### config.mk
export PLATFORM = sky130hd
export DESIGN_NAME = mux_alu_src_pipe_flat
export DESIGN_NICKNAME = d
export VERILOG_FILES = /design/src/rtl/mux_alu_src_pipe_if.sv /design/src/rtl/mux_alu_src_pipe.sv /design/src/flat_wrapper.sv
export SDC_FILE = /design/constraint.sdc
export NUM_CORES = 1
export LEC_CHECK = 0
export ABC_AREA = 1
export BUFFER_PORTS_ARGS = -buffer_cell sky130_fd_sc_hd__buf_4
export CAP_MARGIN = 20
export CORE_ASPECT_RATIO = 2
export CORE_MARGIN = 2
export CORE_UTILIZATION = 54
export CTS_BUF_LIST = sky130_fd_sc_hd__clkbuf_8 sky130_fd_sc_hd__clkbuf_16
export CTS_CLUSTER_SIZE = 30
export DETAILED_ROUTE_END_ITERATION = 16
export PLACE_DENSITY_LB_ADDON = 0.25
export SETUP_SLACK_MARGIN = 0.1
export SYNTH_ARGS = -nofsm -noshare
export SYNTH_HDL_FRONTEND = slang
export SYNTH_SLANG_ARGS = --single-unit
export TNS_END_PERCENT = 1
### constraint.sdc
create_clock -name clk -period 2.93 [get_ports clk]
set_input_delay 0.586 -clock clk [delete_from_list [all_inputs] [get_ports clk]]
set_output_delay 0.586 -clock clk [all_outputs]
set_load 0.02 [all_outputs]
### src/rtl/mux_alu_src_pipe_if.sv
// Handshake bundle for mux_alu_src_pipe: operand candidates and select on the
// input side, selected operand on the output side, plus the pipeline flush.
interface mux_alu_src_pipe_if #(
    parameter int WIDTH = 32
);
    logic             flush;
    logic [1:0]       sel;
    logic [WIDTH-1:0] data_0;
    logic [WIDTH-1:0] data_2;
    logic [WIDTH-1:0] data_3;
    logic             in_valid;
    logic             in_ready;
    logic [WIDTH-1:0] out_data;
    logic [1:0]       out_sel;
    logic             out_valid;
    logic             out_ready;

    // Upstream/downstream environment side
    modport master (
        output flush, sel, data_0, data_2, data_3, in_valid, out_ready,
        input  in_ready, out_data, out_sel, out_valid
    );

    // Operand-select pipeline side
    modport slave (
        input  flush, sel, data_0, data_2, data_3, in_valid, out_ready,
        output in_ready, out_data, out_sel, out_valid
    );
endinterface

### src/rtl/mux_alu_src_pipe.sv
// ALU source-operand mux followed by a 2-entry skid buffer. The operand is
// chosen at input transfer; only the chosen value and its select are stored.
module mux_alu_src_pipe #(
    parameter int          WIDTH     = 32,
    parameter int unsigned CONST_VAL = 4
) (
    input logic             clk,
    input logic             reset,
    mux_alu_src_pipe_if.slave bus
);

    // Constant operand, zero-extended or truncated to the data width
    localparam logic [WIDTH-1:0] CONST_OP = WIDTH'(CONST_VAL);

    typedef enum logic [1:0] {
        EMPTY = 2'd0,
        ONE   = 2'd1,
        FULL  = 2'd2
    } state_t;

    function automatic logic [WIDTH-1:0] select_operand(
        input logic [1:0]       s,
        input logic [WIDTH-1:0] d0,
        input logic [WIDTH-1:0] d2,
        input logic [WIDTH-1:0] d3
    );
        logic [WIDTH-1:0] r;
        case (s)
            2'b11:   r = CONST_OP;
            2'b10:   r = d0;
            2'b01:   r = d2;
            default: r = d3;
        endcase
        return r;
    endfunction

    state_t           state;
    state_t           state_next;
    logic             in_ready_q;
    logic [WIDTH-1:0] main_data_p0;
    logic [1:0]       main_sel_p0;
    logic [WIDTH-1:0] skid_data_p1;
    logic [1:0]       skid_sel_p1;
    logic [WIDTH-1:0] sel_value;
    logic             out_valid;
    logic             in_fire;
    logic             out_fire;
    logic             load_main_new;
    logic             load_skid;
    logic             move_skid;

    assign sel_value = select_operand(bus.sel, bus.data_0, bus.data_2, bus.data_3);
    assign out_valid = (state != EMPTY);
    assign in_fire   = bus.in_valid & in_ready_q;
    assign out_fire  = out_valid & bus.out_ready;

    // Next-state and register-load decisions for the skid buffer
    always_comb begin
        state_next    = state;
        load_main_new = 1'b0;
        load_skid     = 1'b0;
        move_skid     = 1'b0;
        if (bus.flush) begin
            state_next = EMPTY;
        end else begin
            case (state)
                EMPTY: begin
                    if (in_fire) begin
                        state_next    = ONE;
                        load_main_new = 1'b1;
                    end
                end
                ONE: begin
                    if (in_fire && out_fire) begin
                        load_main_new = 1'b1;
                    end else if (in_fire) begin
                        state_next = FULL;
                        load_skid  = 1'b1;
                    end else if (out_fire) begin
                        state_next = EMPTY;
                    end
                end
                FULL: begin
                    // in_ready is low here, so no input can arrive
                    if (out_fire) begin
                        state_next = ONE;
                        move_skid  = 1'b1;
                    end
                end
                default: state_next = EMPTY;
            endcase
        end
    end

    // State register; in_ready is registered from the next state so it has
    // no combinational path from any input
    always_ff @(posedge clk) begin
        if (!reset) begin
            state      <= EMPTY;
            in_ready_q <= 1'b1;
        end else begin
            state      <= state_next;
            in_ready_q <= (state_next != FULL);
        end
    end

    // Main (head) and skid entry registers
    always_ff @(posedge clk) begin
        if (!reset) begin
            main_data_p0 <= '0;
            main_sel_p0  <= 2'b00;
            skid_data_p1 <= '0;
            skid_sel_p1  <= 2'b00;
        end else begin
            if (load_main_new) begin
                main_data_p0 <= sel_value;
                main_sel_p0  <= bus.sel;
            end else if (move_skid) begin
                main_data_p0 <= skid_data_p1;
                main_sel_p0  <= skid_sel_p1;
            end
            if (load_skid) begin
                skid_data_p1 <= sel_value;
                skid_sel_p1  <= bus.sel;
            end
        end
    end

    // Stale head contents are hidden whenever nothing is valid
    assign bus.in_ready  = in_ready_q;
    assign bus.out_valid = out_valid;
    assign bus.out_data  = out_valid ? main_data_p0 : '0;
    assign bus.out_sel   = out_valid ? main_sel_p0 : 2'b00;

endmodule

### src/flat_wrapper.sv
// flat-port wrapper written by rule: the top's interface ports become plain ports
module mux_alu_src_pipe_flat 
#(
    parameter int          WIDTH     = 32,
    parameter int unsigned CONST_VAL = 4
)
  (clk, reset, bus_flush, bus_sel, bus_data_0, bus_data_2, bus_data_3, bus_in_valid, bus_out_ready, bus_in_ready, bus_out_data, bus_out_sel, bus_out_valid);
  mux_alu_src_pipe_if #(.WIDTH(WIDTH)) bus_i ();
  input logic clk;
  input logic reset;
  input wire logic [$bits(bus_i.flush)-1:0] bus_flush;
  input wire logic [$bits(bus_i.sel)-1:0] bus_sel;
  input wire logic [$bits(bus_i.data_0)-1:0] bus_data_0;
  input wire logic [$bits(bus_i.data_2)-1:0] bus_data_2;
  input wire logic [$bits(bus_i.data_3)-1:0] bus_data_3;
  input wire logic [$bits(bus_i.in_valid)-1:0] bus_in_valid;
  input wire logic [$bits(bus_i.out_ready)-1:0] bus_out_ready;
  output wire logic [$bits(bus_i.in_ready)-1:0] bus_in_ready;
  output wire logic [$bits(bus_i.out_data)-1:0] bus_out_data;
  output wire logic [$bits(bus_i.out_sel)-1:0] bus_out_sel;
  output wire logic [$bits(bus_i.out_valid)-1:0] bus_out_valid;
  assign bus_i.flush = bus_flush;
  assign bus_i.sel = bus_sel;
  assign bus_i.data_0 = bus_data_0;
  assign bus_i.data_2 = bus_data_2;
  assign bus_i.data_3 = bus_data_3;
  assign bus_i.in_valid = bus_in_valid;
  assign bus_i.out_ready = bus_out_ready;
  assign bus_in_ready = bus_i.in_ready;
  assign bus_out_data = bus_i.out_data;
  assign bus_out_sel = bus_i.out_sel;
  assign bus_out_valid = bus_i.out_valid;
  mux_alu_src_pipe #(.WIDTH(WIDTH), .CONST_VAL(CONST_VAL)) u_core (.clk(clk), .reset(reset), .bus(bus_i));
endmodule
==> impl_metrics.yaml, run 1 <==
outcome:
  run_status: "completed"
pwr:
  proportion_of_power_drawn_by_flip_flops_and_latches_pct: 40.0
  pwr-share-comb_pct: 14.1
  power_density_nw_per_um2: 478
  switchingPower_uw: 627
  vdd_ir_drop_max_v: 0.000410
  power_leakage_uw: 0.00252
  clock_share_of_power_pct: 45.9
  proportion_of_total_power_due_to_net_switching_pct: 25.0
  internal_power_uw: 1890
  design_power_total_uw: 2510
drt:
  remaining_drc_errors: 0
  vias_per_cell: 5.53
  routed_wire_length_per_instance_um: 14.6
  number_of_search_and_repair_iterations_in_the_first_detailed_routing_pass: 6
  detailedRoute.firstIterationViolations: 414
  num_vias: 4729
  antenna_violating_nets_post_route: 0
  postRouteWirelength_um: 12400
timing:
  period_share_pct: 78.7
  setup_violations: 0
  max_freq_mhz: 434
  timing.clock.skew_ns: 0.00428
  worst_pin_slew_ns: 1.07
  timing.slew.headroom_pct: 28.5
  setup_repair_after_global_routing_missed_its_margin: "no"
  number_of_hold_slack_violations_in_the_final_timing_report: 0
  timing.setup.tns_ns: 0
  timing.final.crit_period_ns: 2.30
  report.final.slew_viol_count: 0
critical_path:
  worstPathRequired_ns: 2.34
  critical_path.startpoint_type: "register"
  worstSetupEndpointType: "output port"
  criticalPathCategory: "reg2out"
  critical_path_peak_fanout: 23
  crit_arrival_ns: 1.72
placement:
  place_hpwl_um: 8050
  placedCellCount: 839
  io_buffers: 138
  gp_routability_congestion: 0.859
finish:
  antennaDiodeCount: 0
  layout_common_cells: "196 x sky130_fd_sc_hd__nand2_1, 160 x sky130_fd_sc_hd__nand3_1, 143 x sky130_fd_sc_hd__buf_4"
  layout_commonest_cell: "sky130_fd_sc_hd__nand2_1"
  nNetsFinal: 861
  drive_gt1_share_pct: 22.7
  fillCellCount: 611
  non_filler_cells_final: 855
  area_growth_pct: 32.4
global_routing:
  gr-total-overflow: 0
  via_count_of_the_first_global_routing_pass: 4619
  grtUsageTotal_pct: 31.4
  grt_pass1_wl_um: 20100
  antenna_violations_before_repair: 0
  pin_count_of_the_biggest_net_entering_global_routing: 38
clocking:
  cts_setup_buffers: 0
  clkLatencyLatePin_ns: 0.33
  clk_pin_slew_worst_paths_ns: 0.06
  htree_num_levels: 3
  cts-hold-fix-buffers: 0
  cts_buffer_depth: 2
  cts_tree: "yes"
  cts-buffers-inserted: 9
  cts.repair.resized: 0
  clock-sinks: 71
  cts_root_buf: "sky130_fd_sc_hd__clkbuf_16"
synthesis:
  sequential_to_total_area_share_from_yosys_stat_pct: 35.8
  mappedNetlistArea_um2: 3970
  avgSynthCellArea_um2: 6.13
  post-synth-top-area-cell: "sky130_fd_sc_hd__dfxtp_1"
  ys_seq_elements: 71
  syn-num-nets: 751
  post_synth_cell_types: 22
  ys_top_cells_by_area: "sky130_fd_sc_hd__dfxtp_1 36%, sky130_fd_sc_hd__nand3_1 20%, sky130_fd_sc_hd__nand2_1 19%, sky130_fd_sc_hd__inv_1 6.9%, sky130_fd_sc_hd__a21oi_1 4.8%"
  synthesis.instances: 648
  yosysWarningCount: 0
  synth_top_area_share_pct: 35.8
floorplanning:
  die_w_um: 64.6
  initial_core_utilization_pct: 55.1
  ioPinCount: 139
  die_area_um2: 8100
  core-area_um2: 7210
  die_h_um: 125
  num_rows: 44
job:
  cap_violations: 0
min_path:
  kind_of_path_behind_the_tightest_hold_check: "reg2reg"
-- per-layer routing --
layer	GRT usage, %	wire, µm	up-vias
li1	-	-	2266
met1	31.9	4310	2155
met2	58.1	6630	263
met3	7.28	1060	45
met4	15.1	448	0
met5	0	0	-
-- sequential cells by signal (all words and copies together), names as in the netlist --
name and count:
u_core.bus.in_ready 1, u_core.main_data_p0 32, u_core.main_sel_p0 2, u_core.skid_data_p1 32, u_core.skid_sel_p1 2, u_core.state 2
-- cell usage after synthesis --
cell type,count
sky130_fd_sc_hd__a21oi_1,38
sky130_fd_sc_hd__o31a_1,1
sky130_fd_sc_hd__o21ai_0,3
sky130_fd_sc_hd__buf_2,21
sky130_fd_sc_hd__clkbuf_1,8
sky130_fd_sc_hd__buf_1,6
sky130_fd_sc_hd__nor2_4,2
sky130_fd_sc_hd__nor2_1,44
sky130_fd_sc_hd__buf_4,7
sky130_fd_sc_hd__inv_2,3
sky130_fd_sc_hd__nand3_2,2
sky130_fd_sc_hd__clkinv_1,1
sky130_fd_sc_hd__nor3_1,1
sky130_fd_sc_hd__nand3_1,160
sky130_fd_sc_hd__nand3b_1,2
sky130_fd_sc_hd__nand2_2,2
sky130_fd_sc_hd__buf_6,3
sky130_fd_sc_hd__dfxtp_1,71
sky130_fd_sc_hd__o211ai_1,1
sky130_fd_sc_hd__inv_1,73
sky130_fd_sc_hd__nor2_2,3
sky130_fd_sc_hd__nand2_1,196
-- path summary, 6_finish.rpt --
check / from / to / slack, ns / cells past startpoint
max: u_core.state[1] / bus_out_data[0] / 0.63 / 4
min: u_core.skid_sel_p1[0] / u_core.skid_sel_p1[0] / 0.45 / 2
max reg2reg: u_core.bus.in_ready / u_core.main_data_p0[17] / 0.97 / 7
min reg2reg: u_core.skid_sel_p1[0] / u_core.skid_sel_p1[0] / 0.45 / 2
-- power groups by stage --
stage / logic (µW) / clock network (µW) / registers [µW]
6_report: 355 / 1150 / 1010
5_1_grt: 388 / 1200 / 1010
4_1_cts: 352 / 1150 / 1000
3_5_place_dp: 348 / 0 / 1030
3_3_place_gp: 342 / 0 / 1020
2_1_floorplan: 193 / 0 / 1020
-- critical path, cell delays in order (launching register included) --
cell	delay [ns]
sky130_fd_sc_hd__dfxtp_1	0.38
sky130_fd_sc_hd__nor2_4	0.33
sky130_fd_sc_hd__buf_4	0.36
sky130_fd_sc_hd__nor2_1	0.13
sky130_fd_sc_hd__buf_4	0.18
-- cells by family (layout without fill, tap and decap cells) --
family                 count (synthesis)  in the layout  synth area share, %
AOI/OAI and AO/OA                     43             43                 5.58
and+or+nand+nor                      412            412                 45.2
DFF                                   71             71                 35.8
buffers and inverters                122            237                 13.4
-- metrics by stage --
| step | area, µm² | util (%) | setup slack (ns) | hold WS (ns) |
|---|---|---|---|---|
| after detailed placement | 4940 | 68.5 | 0.568 | 0.444 |
| after global placement | 4940 | 68.5 | 0.645 | 0.438 |
| after floorplan | 3970 | - | 1.22 | 0.429 |
| after CTS | 5260 | 72.9 | 0.645 | 0.454 |
| after global routing | 5260 | 72.9 | 0.581 | 0.471 |
| final | 5260 | 72.9 | 0.625 | 0.454 |
-- cell type report --
| class | instances | area (µm²) | area share (%) |
|---|---|---|---|
| tap | 92 | 115 | 2.19 |
| clock buffer | 9 | 225 | 4.28 |
| clock inverter | 7 | 87.6 | 1.67 |
| multi-input combinational | 455 | 2020 | 38.5 |
| sequential | 71 | 1420 | 27.0 |
| timing repair buffer | 144 | 1090 | 20.8 |
| inverter | 77 | 289 | 5.50 |
Note: power is estimated with default switching activity, not from simulation.
==> run 2: changes to the inputs <==
Settings changed: CORE_UTILIZATION 54 to 46.
Clock period 2.93 ns to 1.99 ns, I/O delays scaled along.
==> impl_metrics.yaml, run 2 (synthesis results as in run 1) <==
finish:
  area_growth_pct: 34.2
  nNetsFinal: 874
  drive_gt1_share_pct: 23.5
  layout_common_cells: "196 x sky130_fd_sc_hd__nand2_1, 160 x sky130_fd_sc_hd__nand3_1, 155 x sky130_fd_sc_hd__buf_4"
  fillCellCount: 817
  antennaDiodeCount: 0
  top_regs: "u_core.main_data_p0 x32, u_core.skid_data_p1 x32"
  non_filler_cells_final: 874
  ff_latch_area_um2: 1420
  combined_area_of_the_multi_input_logic_cells_um2: 2020
  layout_commonest_cell: "sky130_fd_sc_hd__nand2_1"
critical_path:
  setup.reg_to_reg.worst_slack_ns: 0.32
  crit_arrival_ns: 1.39
  rr_endpoint: "u_core.main_data_p0[2]"
  worstSetupEndpointType: "output port"
  r2r_start: "u_core.state[1]"
  critical_path.startpoint_type: "register"
  worst-r2r-cell-count: 8
  critical_path_peak_fanout: 17
  criticalPathCategory: "reg2out"
  worstPathRequired_ns: 1.59
timing:
  timing.final.crit_period_ns: 1.79
  setup_violations: 0
  number_of_hold_slack_violations_in_the_final_timing_report: 0
  period_share_pct: 89.7
  max_freq_mhz: 560
  timing.slew.headroom_pct: 59.2
  timing.clock.skew_ns: 0.00642
  report.final.slew_viol_count: 0
  worst_pin_slew_ns: 0.611
  timing.setup.tns_ns: 0
  setup_repair_after_global_routing_missed_its_margin: "no"
  fin_hold_ws_ns: 0.301
global_routing:
  pin_count_of_the_biggest_net_entering_global_routing: 36
  antenna_violations_before_repair: 0
  grt_pass1_wl_um: 20200
  via_count_of_the_first_global_routing_pass: 4456
  gr-total-overflow: 0
  grtUsageTotal_pct: 26.9
floorplanning:
  die_area_um2: 9440
  die_h_um: 135
  die_w_um: 69.7
  initial_core_utilization_pct: 46.6
  num_rows: 48
  core-area_um2: 8530
  ioPinCount: 139
clocking:
  cts-hold-fix-buffers: 0
  clk_pin_slew_worst_paths_ns: 0.06
  cts_buffer_depth: 2
  cts_setup_buffers: 0
  clock-sinks: 71
  cts-buffers-inserted: 9
  cts_tree: "yes"
  htree_num_levels: 3
  clkLatencyLatePin_ns: 0.33
  cts.repair.resized: 0
  cts_root_buf: "sky130_fd_sc_hd__clkbuf_16"
min_path:
  kind_of_path_behind_the_tightest_hold_check: "in2reg"
  worst_hold_path.num_cells: 2
  hold_path.startpoint: "bus_flush"
  hold-path-endpoint: "u_core.state[1]"
pwr:
  vdd_ir_drop_max_v: 0.000447
  power_density_nw_per_um2: 651
  power_leakage_uw: 0.00257
drt:
  antenna_violating_nets_post_route: 0
  num_vias: 4601
  remaining_drc_errors: 0
  detailedRoute.firstIterationViolations: 456
  vias_per_cell: 5.26
  postRouteWirelength_um: 12700
  number_of_search_and_repair_iterations_in_the_first_detailed_routing_pass: 8
  routed_wire_length_per_instance_um: 14.5
placement:
  placedCellCount: 860
  gp_routability_congestion: 0.903
  place_hpwl_um: 8910
  io_buffers: 138
job:
  cap_violations: 0
outcome:
  run_status: "completed"
-- run 2: worst max path at each step --
stage	startpoint	end	slack (ns)
finish	u_core.state[1]	bus_out_data[12]	0.20
global route	u_core.state[1]	bus_out_data[12]	0.10
CTS	u_core.state[1]	bus_out_valid	0.21
detailed placement	bus_out_ready	u_core.skid_data_p1[2]	0.30
global placement	bus_out_ready	u_core.skid_data_p1[16]	0.35
floorplan	u_core.state[1]	bus_out_data[10]	0.47
-- run 2: worst max-delay path, cell delays in order (launching register included) --
cell and delay [ns]:
sky130_fd_sc_hd__dfxtp_1 0.49, sky130_fd_sc_hd__nor2_4 0.07, sky130_fd_sc_hd__buf_4 0.20, sky130_fd_sc_hd__nor2_1 0.12, sky130_fd_sc_hd__buf_4 0.16
-- run 2: per-layer routing --
metal / up-vias / track usage [%] / share of wire [%]
li1: 2287 / - / -
met2: 209 / 50.8 / 54
met1: 2075 / 28.0 / 36
met3: 30 / 4.99 / 7.0
met5: - / 0 / 0
met4: 0 / 13.6 / 3.1
-- run 2: layout make-up --
class                   count  area share, %
repair buffers            157           22.6
flip-flops and latches     71           26.7
well taps                 100           2.35
clock inverters             3          0.235
inverters                  77           5.42
clock buffers              11           4.74
multi-input cells         455           38.0
-- run 2: power by group --
part | switching, µW | leakage, µW | total [µW] | internal (µW)
sequential | 22.7 | 0.000575 | 1480 | 1460
combinational | 291 | 0.00186 | 539 | 248
clock | 564 | 0.000140 | 1450 | 885
-- run 2: metrics by stage --
stage                     worst slack (ns)  total power [µW]  area (µm²)  utilization, %
after global placement               0.352              2040        5060            59.4
after CTS                            0.213              3490        5330            62.5
final                                0.204              3470        5330            62.5
after global routing                 0.105              3600        5330            62.5
after floorplan                      0.472              1790        3970               -
after detailed placement             0.302              2050        5060            59.4
